==> config.mk <==
export PLATFORM = sky130hd
export DESIGN_NAME = fetch_unit_bp
export DESIGN_NICKNAME = d
export VERILOG_FILES = /design/src/rtl/fetch_unit_bp_pkg.sv /design/src/rtl/bht_2bit.sv /design/src/rtl/fetch_unit_bp.sv
export SDC_FILE = /design/constraint.sdc
export NUM_CORES = 1
export LEC_CHECK = 0
export ABC_AREA = 1
export BUFFER_PORTS_ARGS = -buffer_cell sky130_fd_sc_hd__buf_2
export CAP_MARGIN = 25
export CORE_AREA = 2 2 425 427
export CTS_BUF_LIST = sky130_fd_sc_hd__clkbuf_8
export DETAILED_ROUTE_END_ITERATION = 6
export DIE_AREA = 0 0 427 429
export PLACE_DENSITY = 0.51
export SLEW_MARGIN = 25
export SYNTH_ARGS = -nofsm -noshare
export SYNTH_HDL_FRONTEND = slang
export SYNTH_SLANG_ARGS = --single-unit
==> constraint.sdc <==
create_clock -name clk -period 5.71 [get_ports clk]
set_input_delay 0.571 -clock clk [delete_from_list [all_inputs] [get_ports clk]]
set_output_delay 0.571 -clock clk [all_outputs]
set_load 0.005 [all_outputs]
==> src/rtl/fetch_unit_bp_pkg.sv <==
// Purpose : shared opcode constants, BHT init value, fetch-queue entry type and immediate decoders.
// Latency : n/a (definitions only).
// Backpres: n/a.
package fetch_unit_bp_pkg;

   localparam logic [6:0] OP_BRANCH = 7'b1100011;
   localparam logic [6:0] OP_JAL    = 7'b1101111;
   localparam logic [6:0] OP_JALR   = 7'b1100111;

   // Counters come out of reset weakly taken.
   localparam logic [1:0] BHT_INIT  = 2'b10;

   typedef struct packed {
      logic [31:0] pc;
      logic [31:0] ins;
      logic        pred_taken;
      logic [31:0] pred_pc;
   } fq_ent_t;

   // JAL immediate: imm[20|10:1|11|19:12] in ins[31:12], sign-extended, bit 0 = 0.
   function automatic logic [31:0] j_imm(input logic [31:0] i);
      return {{12{i[31]}}, i[19:12], i[20], i[30:21], 1'b0};
   endfunction

   // Branch immediate: imm[12|10:5] in ins[31:25], imm[4:1|11] in ins[11:7].
   function automatic logic [31:0] b_imm(input logic [31:0] i);
      return {{20{i[31]}}, i[7], i[30:25], i[11:8], 1'b0};
   endfunction

endpackage

==> src/rtl/bht_2bit.sv <==
// Purpose : table of 2-bit saturating branch counters, one combinational read port, one update port.
// Latency : read is combinational; update lands on the next clk edge (same-cycle read sees old value).
// Backpres: none; caller gates upd_en.
// Ports   : clk/rst (async high), rd_idx -> rd_taken, upd_en/upd_idx/upd_taken.
module bht_2bit
   import fetch_unit_bp_pkg::*;
#(
   parameter int BHT_IDX_W = 6
) (
   input  logic                 clk,
   input  logic                 rst,
   input  logic [BHT_IDX_W-1:0] rd_idx,
   output logic                 rd_taken,
   input  logic                 upd_en,
   input  logic [BHT_IDX_W-1:0] upd_idx,
   input  logic                 upd_taken
);

   localparam int BHT_SIZE = 1 << BHT_IDX_W;

   logic [1:0] cnt [BHT_SIZE];

   assign rd_taken = cnt[rd_idx][1];

   always_ff @(posedge clk or posedge rst) begin
      if (rst) begin
         for (int i = 0; i < BHT_SIZE; i++) begin
            cnt[i] <= BHT_INIT;
         end
      end else if (upd_en) begin
         if (upd_taken) begin
            if (cnt[upd_idx] != 2'b11) cnt[upd_idx] <= cnt[upd_idx] + 2'b01;
         end else begin
            if (cnt[upd_idx] != 2'b00) cnt[upd_idx] <= cnt[upd_idx] - 2'b01;
         end
      end
   end

endmodule

==> src/rtl/fetch_unit_bp.sv <==
// Purpose : instruction fetch with BHT-driven predecode, feeding an in-order fetch queue.
// Latency : word accepted at edge N is on issue_* after edge N when the queue was empty.
// Backpres: fetch stalls (pc holds) while the queue is full; pop only on issue_ready; rdy=0 freezes all.
// Ports   : clk/rst, rdy; hit/ins from icache, addr_to_icache = pc; issue_* queue head handshake;
//           clear/new_pc redirect; upt_en/upt_pc/upt_taken branch outcome update.
module fetch_unit_bp
   import fetch_unit_bp_pkg::*;
#(
   parameter int BHT_IDX_W  = 6,
   parameter int FQ_DEPTH_W = 3
) (
   input  logic        clk,
   input  logic        rst,
   input  logic        rdy,
   input  logic        hit,
   input  logic [31:0] ins,
   output logic [31:0] addr_to_icache,
   output logic        issue_valid,
   input  logic        issue_ready,
   output logic [31:0] issue_pc,
   output logic [31:0] issue_ins,
   output logic        issue_pred_taken,
   output logic [31:0] issue_pred_pc,
   input  logic        clear,
   input  logic [31:0] new_pc,
   input  logic        upt_en,
   input  logic [31:0] upt_pc,
   input  logic        upt_taken
);

   localparam int FQ_DEPTH = 1 << FQ_DEPTH_W;
   localparam logic [FQ_DEPTH_W:0]   FQ_FULL = {1'b1, {FQ_DEPTH_W{1'b0}}};
   localparam logic [FQ_DEPTH_W-1:0] PTR_ONE = FQ_DEPTH_W'(1);
   localparam logic [FQ_DEPTH_W:0]   CNT_ONE = (FQ_DEPTH_W + 1)'(1);

   logic [31:0]           pc;
   logic [FQ_DEPTH_W-1:0] head;
   logic [FQ_DEPTH_W-1:0] tail;
   logic [FQ_DEPTH_W:0]   count;
   fq_ent_t               fq_mem [FQ_DEPTH];

   logic        bht_taken;
   logic        pred_taken;
   logic [31:0] next_pc;
   logic        do_push;
   logic        do_pop;
   fq_ent_t     push_ent;
   fq_ent_t     head_ent;

   // Only the index bits of upt_pc feed the BHT.
   logic unused_upt_bits;
   assign unused_upt_bits = &{1'b0, upt_pc[31:BHT_IDX_W+2], upt_pc[1:0]};

   bht_2bit #(.BHT_IDX_W(BHT_IDX_W)) u_bht (
      .clk       (clk),
      .rst       (rst),
      .rd_idx    (pc[BHT_IDX_W+1:2]),
      .rd_taken  (bht_taken),
      .upd_en    (rdy && upt_en),
      .upd_idx   (upt_pc[BHT_IDX_W+1:2]),
      .upd_taken (upt_taken)
   );

   // Predecode: only JAL and conditional branches redirect; JALR target is unknown here.
   always_comb begin
      pred_taken = 1'b0;
      next_pc    = pc + 32'd4;
      case (ins[6:0])
         OP_JAL: begin
            pred_taken = 1'b1;
            next_pc    = pc + j_imm(ins);
         end
         OP_BRANCH: begin
            pred_taken = bht_taken;
            if (bht_taken) next_pc = pc + b_imm(ins);
         end
         OP_JALR: begin
            pred_taken = 1'b0;
            next_pc    = pc + 32'd4;
         end
         default: begin
            pred_taken = 1'b0;
            next_pc    = pc + 32'd4;
         end
      endcase
   end

   // Fullness uses the pre-pop count, so a same-cycle pop never makes room for the push.
   assign do_push = rdy && hit && !clear && (count != FQ_FULL);
   assign do_pop  = rdy && (count != '0) && issue_ready && !clear;

   assign push_ent = '{pc: pc, ins: ins, pred_taken: pred_taken, pred_pc: next_pc};

   // Payload RAM carries no reset; it is only observed while count != 0.
   always_ff @(posedge clk) begin
      if (do_push) fq_mem[tail] <= push_ent;
   end

   always_ff @(posedge clk or posedge rst) begin
      if (rst) begin
         pc    <= '0;
         head  <= '0;
         tail  <= '0;
         count <= '0;
      end else if (rdy) begin
         if (clear) begin
            pc    <= new_pc;
            head  <= '0;
            tail  <= '0;
            count <= '0;
         end else begin
            if (do_push) begin
               pc   <= next_pc;
               tail <= tail + PTR_ONE;
            end
            if (do_pop) head <= head + PTR_ONE;
            if (do_push && !do_pop)      count <= count + CNT_ONE;
            else if (do_pop && !do_push) count <= count - CNT_ONE;
         end
      end
   end

   assign head_ent         = fq_mem[head];
   assign addr_to_icache   = pc;
   assign issue_valid      = (count != '0);
   assign issue_pc         = head_ent.pc;
   assign issue_ins        = head_ent.ins;
   assign issue_pred_taken = head_ent.pred_taken;
   assign issue_pred_pc    = head_ent.pred_pc;

endmodule
# Word level (Yosys, flattened, before mapping)
# Memory sizes are Yosys's and may differ from the RTL's.
# Index checks and enable logic that the tools add are counted.
# word_totals
inputBits	104
wordCells	138
ff_bits	170
mem_count	1
ramBits	776
output_inout_bits	130
# memory_table
name	words	width	rd	rd_clocked_by_memory_dff	write_ports	line	rtl
fq_mem	8	97	1	0	1	fetch_unit_bp.sv:40	fq_ent_t fq_mem [FQ_DEPTH];
# classes
bitwise_logic	2
mux	27
addsub	9
reduce_logical	23
eq_ne	5
n_lt_le_gt_ge	3
# op_table
operator	n
two-way mux 128 bit	3
bitwise mux 128 bit	2
two-way mux 32 bit	3
adder 32 bit	2
one-hot mux 32 bit (2 select lines)	1
adder 32 x 3 -> 32 bit, second input constant	1
binary-select mux 2 bit (select 6 bit)	2
equality test 7 bit, second input constant	2
>= comparator 7 bit, second input constant	2
inverter 6 -> 7 bit	2
demux 2 bit (select 6 bit)	1
two-way mux 3 bit	4
two-way mux 4 bit	3
logical AND 1 bit	10
two-way mux 2 bit	5
nonzero test 2 bit	4
less-than comparator 7 x 1 -> 1 bit, second input constant	1
adder 3 x 1 -> 3 bit, second input constant	2
AND reduction 2 bit	3
adder 4 x 1 -> 4 bit, second input constant	1
!= test 4 bit, second input constant	1
nonzero test 4 bit	1
subtractor 4 x 1 -> 4 bit, second input constant	1
zero test 1 bit	3
other kinds (8)	9

# Logic depth before layout (Yosys ltp)
# depth
word_depth	8
ltp_mapped	23
mapped_depth_nobuf	21

# Hierarchy
# A second synthesis with hierarchy kept.
# hier_totals
cells_unflattened	4810
area_unflattened_um2	44695.4
# modules_own_cells
module	seq_area_each_um2	n_inst	cells_each	area_per_inst_um2
fetch_unit_bp	24113.1	1	3626	36939.2
bht_2bit	3283.1	1	1184	7756.2

# Worst setup path before layout
# No wires, ideal clock.
# synth_timing
path_kind	input -> register
from	input hit
to	memory fq_mem[0][10] in the netlist's numbering, enable pin
setup_slack_ns	0.180
required_ns	5.158
n_path_buf	0
stages	4
arrival_time_ns	4.979
cell_sequence	nand3_1 > nor2_1 > nand2_1 > nor2_1
# synth_between
elab_chain_cells	5
# synth_rtl
element	line	rtl
start, declared	fetch_unit_bp.sv:15	input logic hit,
logical AND 1 bit (3 in a row)	fetch_unit_bp.sv:89	assign do_push = rdy && hit && !clear && (count != FQ_FULL);
two-way mux 1 bit	fetch_unit_bp.sv:96	if (do_push) fq_mem[tail] <= push_ent;
two-way mux 1 bit (implied by the code)	fetch_unit_bp.sv:96	
end, declared	fetch_unit_bp.sv:40	
# No other way between the ends.

# Worst setup path after layout
# layout_timing
from	register head[0]
to	output issue_pred_pc[0]
# layout_between
elab_chain_cells	1
# layout_rtl
element	line	rtl
start, declared	fetch_unit_bp.sv:37	logic [FQ_DEPTH_W-1:0] head;
start signal, assigned	fetch_unit_bp.sv:116	if (do_pop) head <= head + PTR_ONE;
memory (8 x 97 bit)	-	
end, declared	fetch_unit_bp.sv:23	output logic [31:0] issue_pred_pc,
# No other way between the ends.

==> flow_summary.json <==
{
  "outcome": "finished, final reports clean",
  "finalSetupTns_ps": 0,
  "finClkSkew_ps": 57.4,
  "path_max_fanout": 142,
  "viasPerCell": 4.66,
  "p_per_area_mw_per_mm2": 381,
  "cts_sinks": 938,
  "overflow": 0,
  "dp_hpwl_um": 95800,
  "htreeDepth": 4,
  "seq_area_mm2": 0.0274,
  "post_cts_resized": 0,
  "synth_cells": 4707,
  "synth.largest_area_cell": "edfxtp_1",
  "syn-num-nets": 4864,
  "r2r_setup_slack_ps": 1790,
  "wl_per_cell_um": 19.9,
  "cts_tree": "done",
  "arrival_ps": 3920,
  "drt_pass1_iterations": 5,
  "clkTransAtPathRegs_ps": 60,
  "initialDrtViolationCount": 2399,
  "die-area_mm2": 0.183,
  "via_count": 34700,
  "synth-seq-cells": 938,
  "hold_viol": 0,
  "hold_path_depth": 5,
  "grt_max_degree": 154,
  "clockBufferDepth": 3,
  "grt_pass1_vias": 33200,
  "drc": 0,
  "fin_crit_ps": 4490,
  "antenna_left": 0,
  "setup_viol": 0,
  "pin_count": 234,
  "worstHoldPathType": "in2reg",
  "dieHeight_um": 429,
  "core_mm2": 0.178,
  "nNetsFinal": 5125,
  "r2r_cells": 12,
  "gp_congestion": 0.972,
  "grt_antenna_before_repair": 7,
  "drive_gt1_frac": 0.120,
  "slew_headroom": 0.267,
  "die_w_um": 427,
  "cts-root-buf": "clkbuf_8",
  "cts_buffers": 161,
  "io_buffers": 207,
  "start_util": 0.250,
  "path_class": "reg2out",
  "clock_latency_ps": 920,
  "yosys-top-cells-area": "edfxtp_1 52%, nand2_1 8.0%, nor2_1 8.0%",
  "worst_pin_slew_ps": 1100,
  "yosysUniqueCellTypes": 53,
  "crit_path_start_kind": "register",
  "ys.flop_type": "edfxtp_1",
  "syn_area_mm2": 0.0444,
  "area_delta_synth_final_pct": 16.1,
  "grt_pass1_wl_um": 217000,
  "rows": 155,
  "ys_seq_area_frac": 0.616,
  "yosys_warnings": 0,
  "multi_input_area_mm2": 0.0148,
  "fill_cells": 18700,
  "finalCritPeriodShare": 0.787,
  "critPathRequiredTime_ps": 5140,
  "wirelength_um": 148000,
  "avgSynthCellArea_um2": 9.44,
  "grt_usage": 0.158,
  "end_kind": "output port",
  "synth_top_area_share": 0.519,
  "ir_drop_mv": 0.349,
  "total_power_mw": 19.7,
  "ys_top_cells_by_count": "951 x nand2_1, 943 x nor2_1, 768 x edfxtp_1",
  "synthArstFlopShare": 0.181,
  "yosysMostFrequentCell": "nand2_1",
  "fmax_ghz": 0.223,
  "report.final.slew_viol_count": 0,
  "synth_edf_count": 768,
  "maxCapViolCount": 0,
  "rsz0062_at_grt": "false",
  "leakage_nw": 19.8
}
## logic make-up (layout without fill, tap and decap cells)
kind of cell / count (synthesis) / after routing / share of synthesized area
compound gates: 795 / 795 / 0.0981
xor+xnor: 38 / 38 / 0.00749
fa+ha+maj: 53 / 53 / 0.0154
buf+inv: 579 / 954 / 0.0525
flops: 938 / 938 / 0.616
mux: 2 / 2 / 0.000479
other cells: 0 / 3 / 0
simple gates: 2302 / 2302 / 0.210
## final timing paths
path / from / to
worst max-delay path: head[0] / issue_pred_pc[0]
worst min-delay path: new_pc[29] / addr_to_icache[29]
worst max register to register: addr_to_icache[3] / fq_mem[7][16]
worst min register to register: register / register
max in group asynchronous: rst / addr_to_icache[0]
min in group asynchronous: rst / async pin
## critical path, cell delays in order, from the launching register on
cell,delay (ps)
dfrtp_4,710
inv_8,600
buf_4,500
o21ai_0,130
o22ai_1,270
nor2_1,70
a31oi_1,250
buf_2,170
## through the flow
step                setup slack [ps]  cells  cell area [um^2]  hold slack, ps  utilization
floorplan                        180   4707             44400             449            -
global placement                1680   7123             48300             463        0.271
detailed placement              1590   7124             48300             467        0.271
CTS                             1040   7437             51600            1.09        0.290
global route                     986   7439             51600            58.3        0.290
finish                          1220   7440             51600            85.1        0.290
## power breakdown
part | total, mW | leakage [nW] | internal (mW) | switching [mW]
clock network | 5.67 | 1.73 | 2.88 | 2.79
logic | 5.62 | 9.10 | 1.67 | 3.95
registers | 8.37 | 9.00 | 7.95 | 0.420
total | 19.7 | 19.8 | 12.5 | 7.16
## cell type report
| cell class | count | share of cell area |
|---|---|---|
| multi-input cells | 3190 | 0.287 |
| repair buffers | 320 | 0.0411 |
| clock inverters | 101 | 0.0100 |
| well taps | 2355 | 0.0571 |
| clock buffers | 176 | 0.0469 |
| inverters | 357 | 0.0265 |
| diodes | 3 | 0.000145 |
| flip-flops and latches | 938 | 0.531 |
## registers in the layout, summed over array words and instances (netlist names), named ones only
signal and cells:
u_bht.cnt 64, addr_to_icache 32, tail 3, fq_mem 768
count 4, head 3
## cells in the final DEF (no fill, tap or decap), types with 5 or more instances in the layout
cell,instances
inv_2,15
nand3_2,7
buf_12,10
a31oi_1,96
or2_2,7
nor2_1,934
clkinv_2,8
a21oi_1,58
a21o_1,6
a22oi_1,9
dlygate4sd3_1,36
nor2_4,10
xor2_1,20
o21ai_0,485
xnor2_1,17
o22ai_1,112
nand3_1,304
edfxtp_1,768
clkbuf_8,176
a221oi_1,5
inv_1,395
o21bai_1,6
dfstp_2,64
nand4_1,35
ha_1,50
nand2_1,951
buf_2,207
nor3_1,30
clkinv_1,21
dfrtp_1,102
buf_4,66
## per-layer routing
| layer | wire length [um] | global-route usage | vias to the layer above |
|---|---|---|---|
| met5 | 27 | 0 | - |
| met1 | 62700 | 0.200 | 16900 |
| li1 | - | - | 16600 |
| met2 | 73500 | 0.272 | 954 |
| met3 | 7480 | 0.0266 | 209 |
| met4 | 4420 | 0.0537 | 4 |
## repair_timing
action / 4_1_cts / 5_1_grt
setup buffers: 0 / 0
hold endpoints to repair: 260 / 0
hold buffers: 36 / 0
setup endpoints to repair: 0 / 0
(Power assumes the default switching activity.)
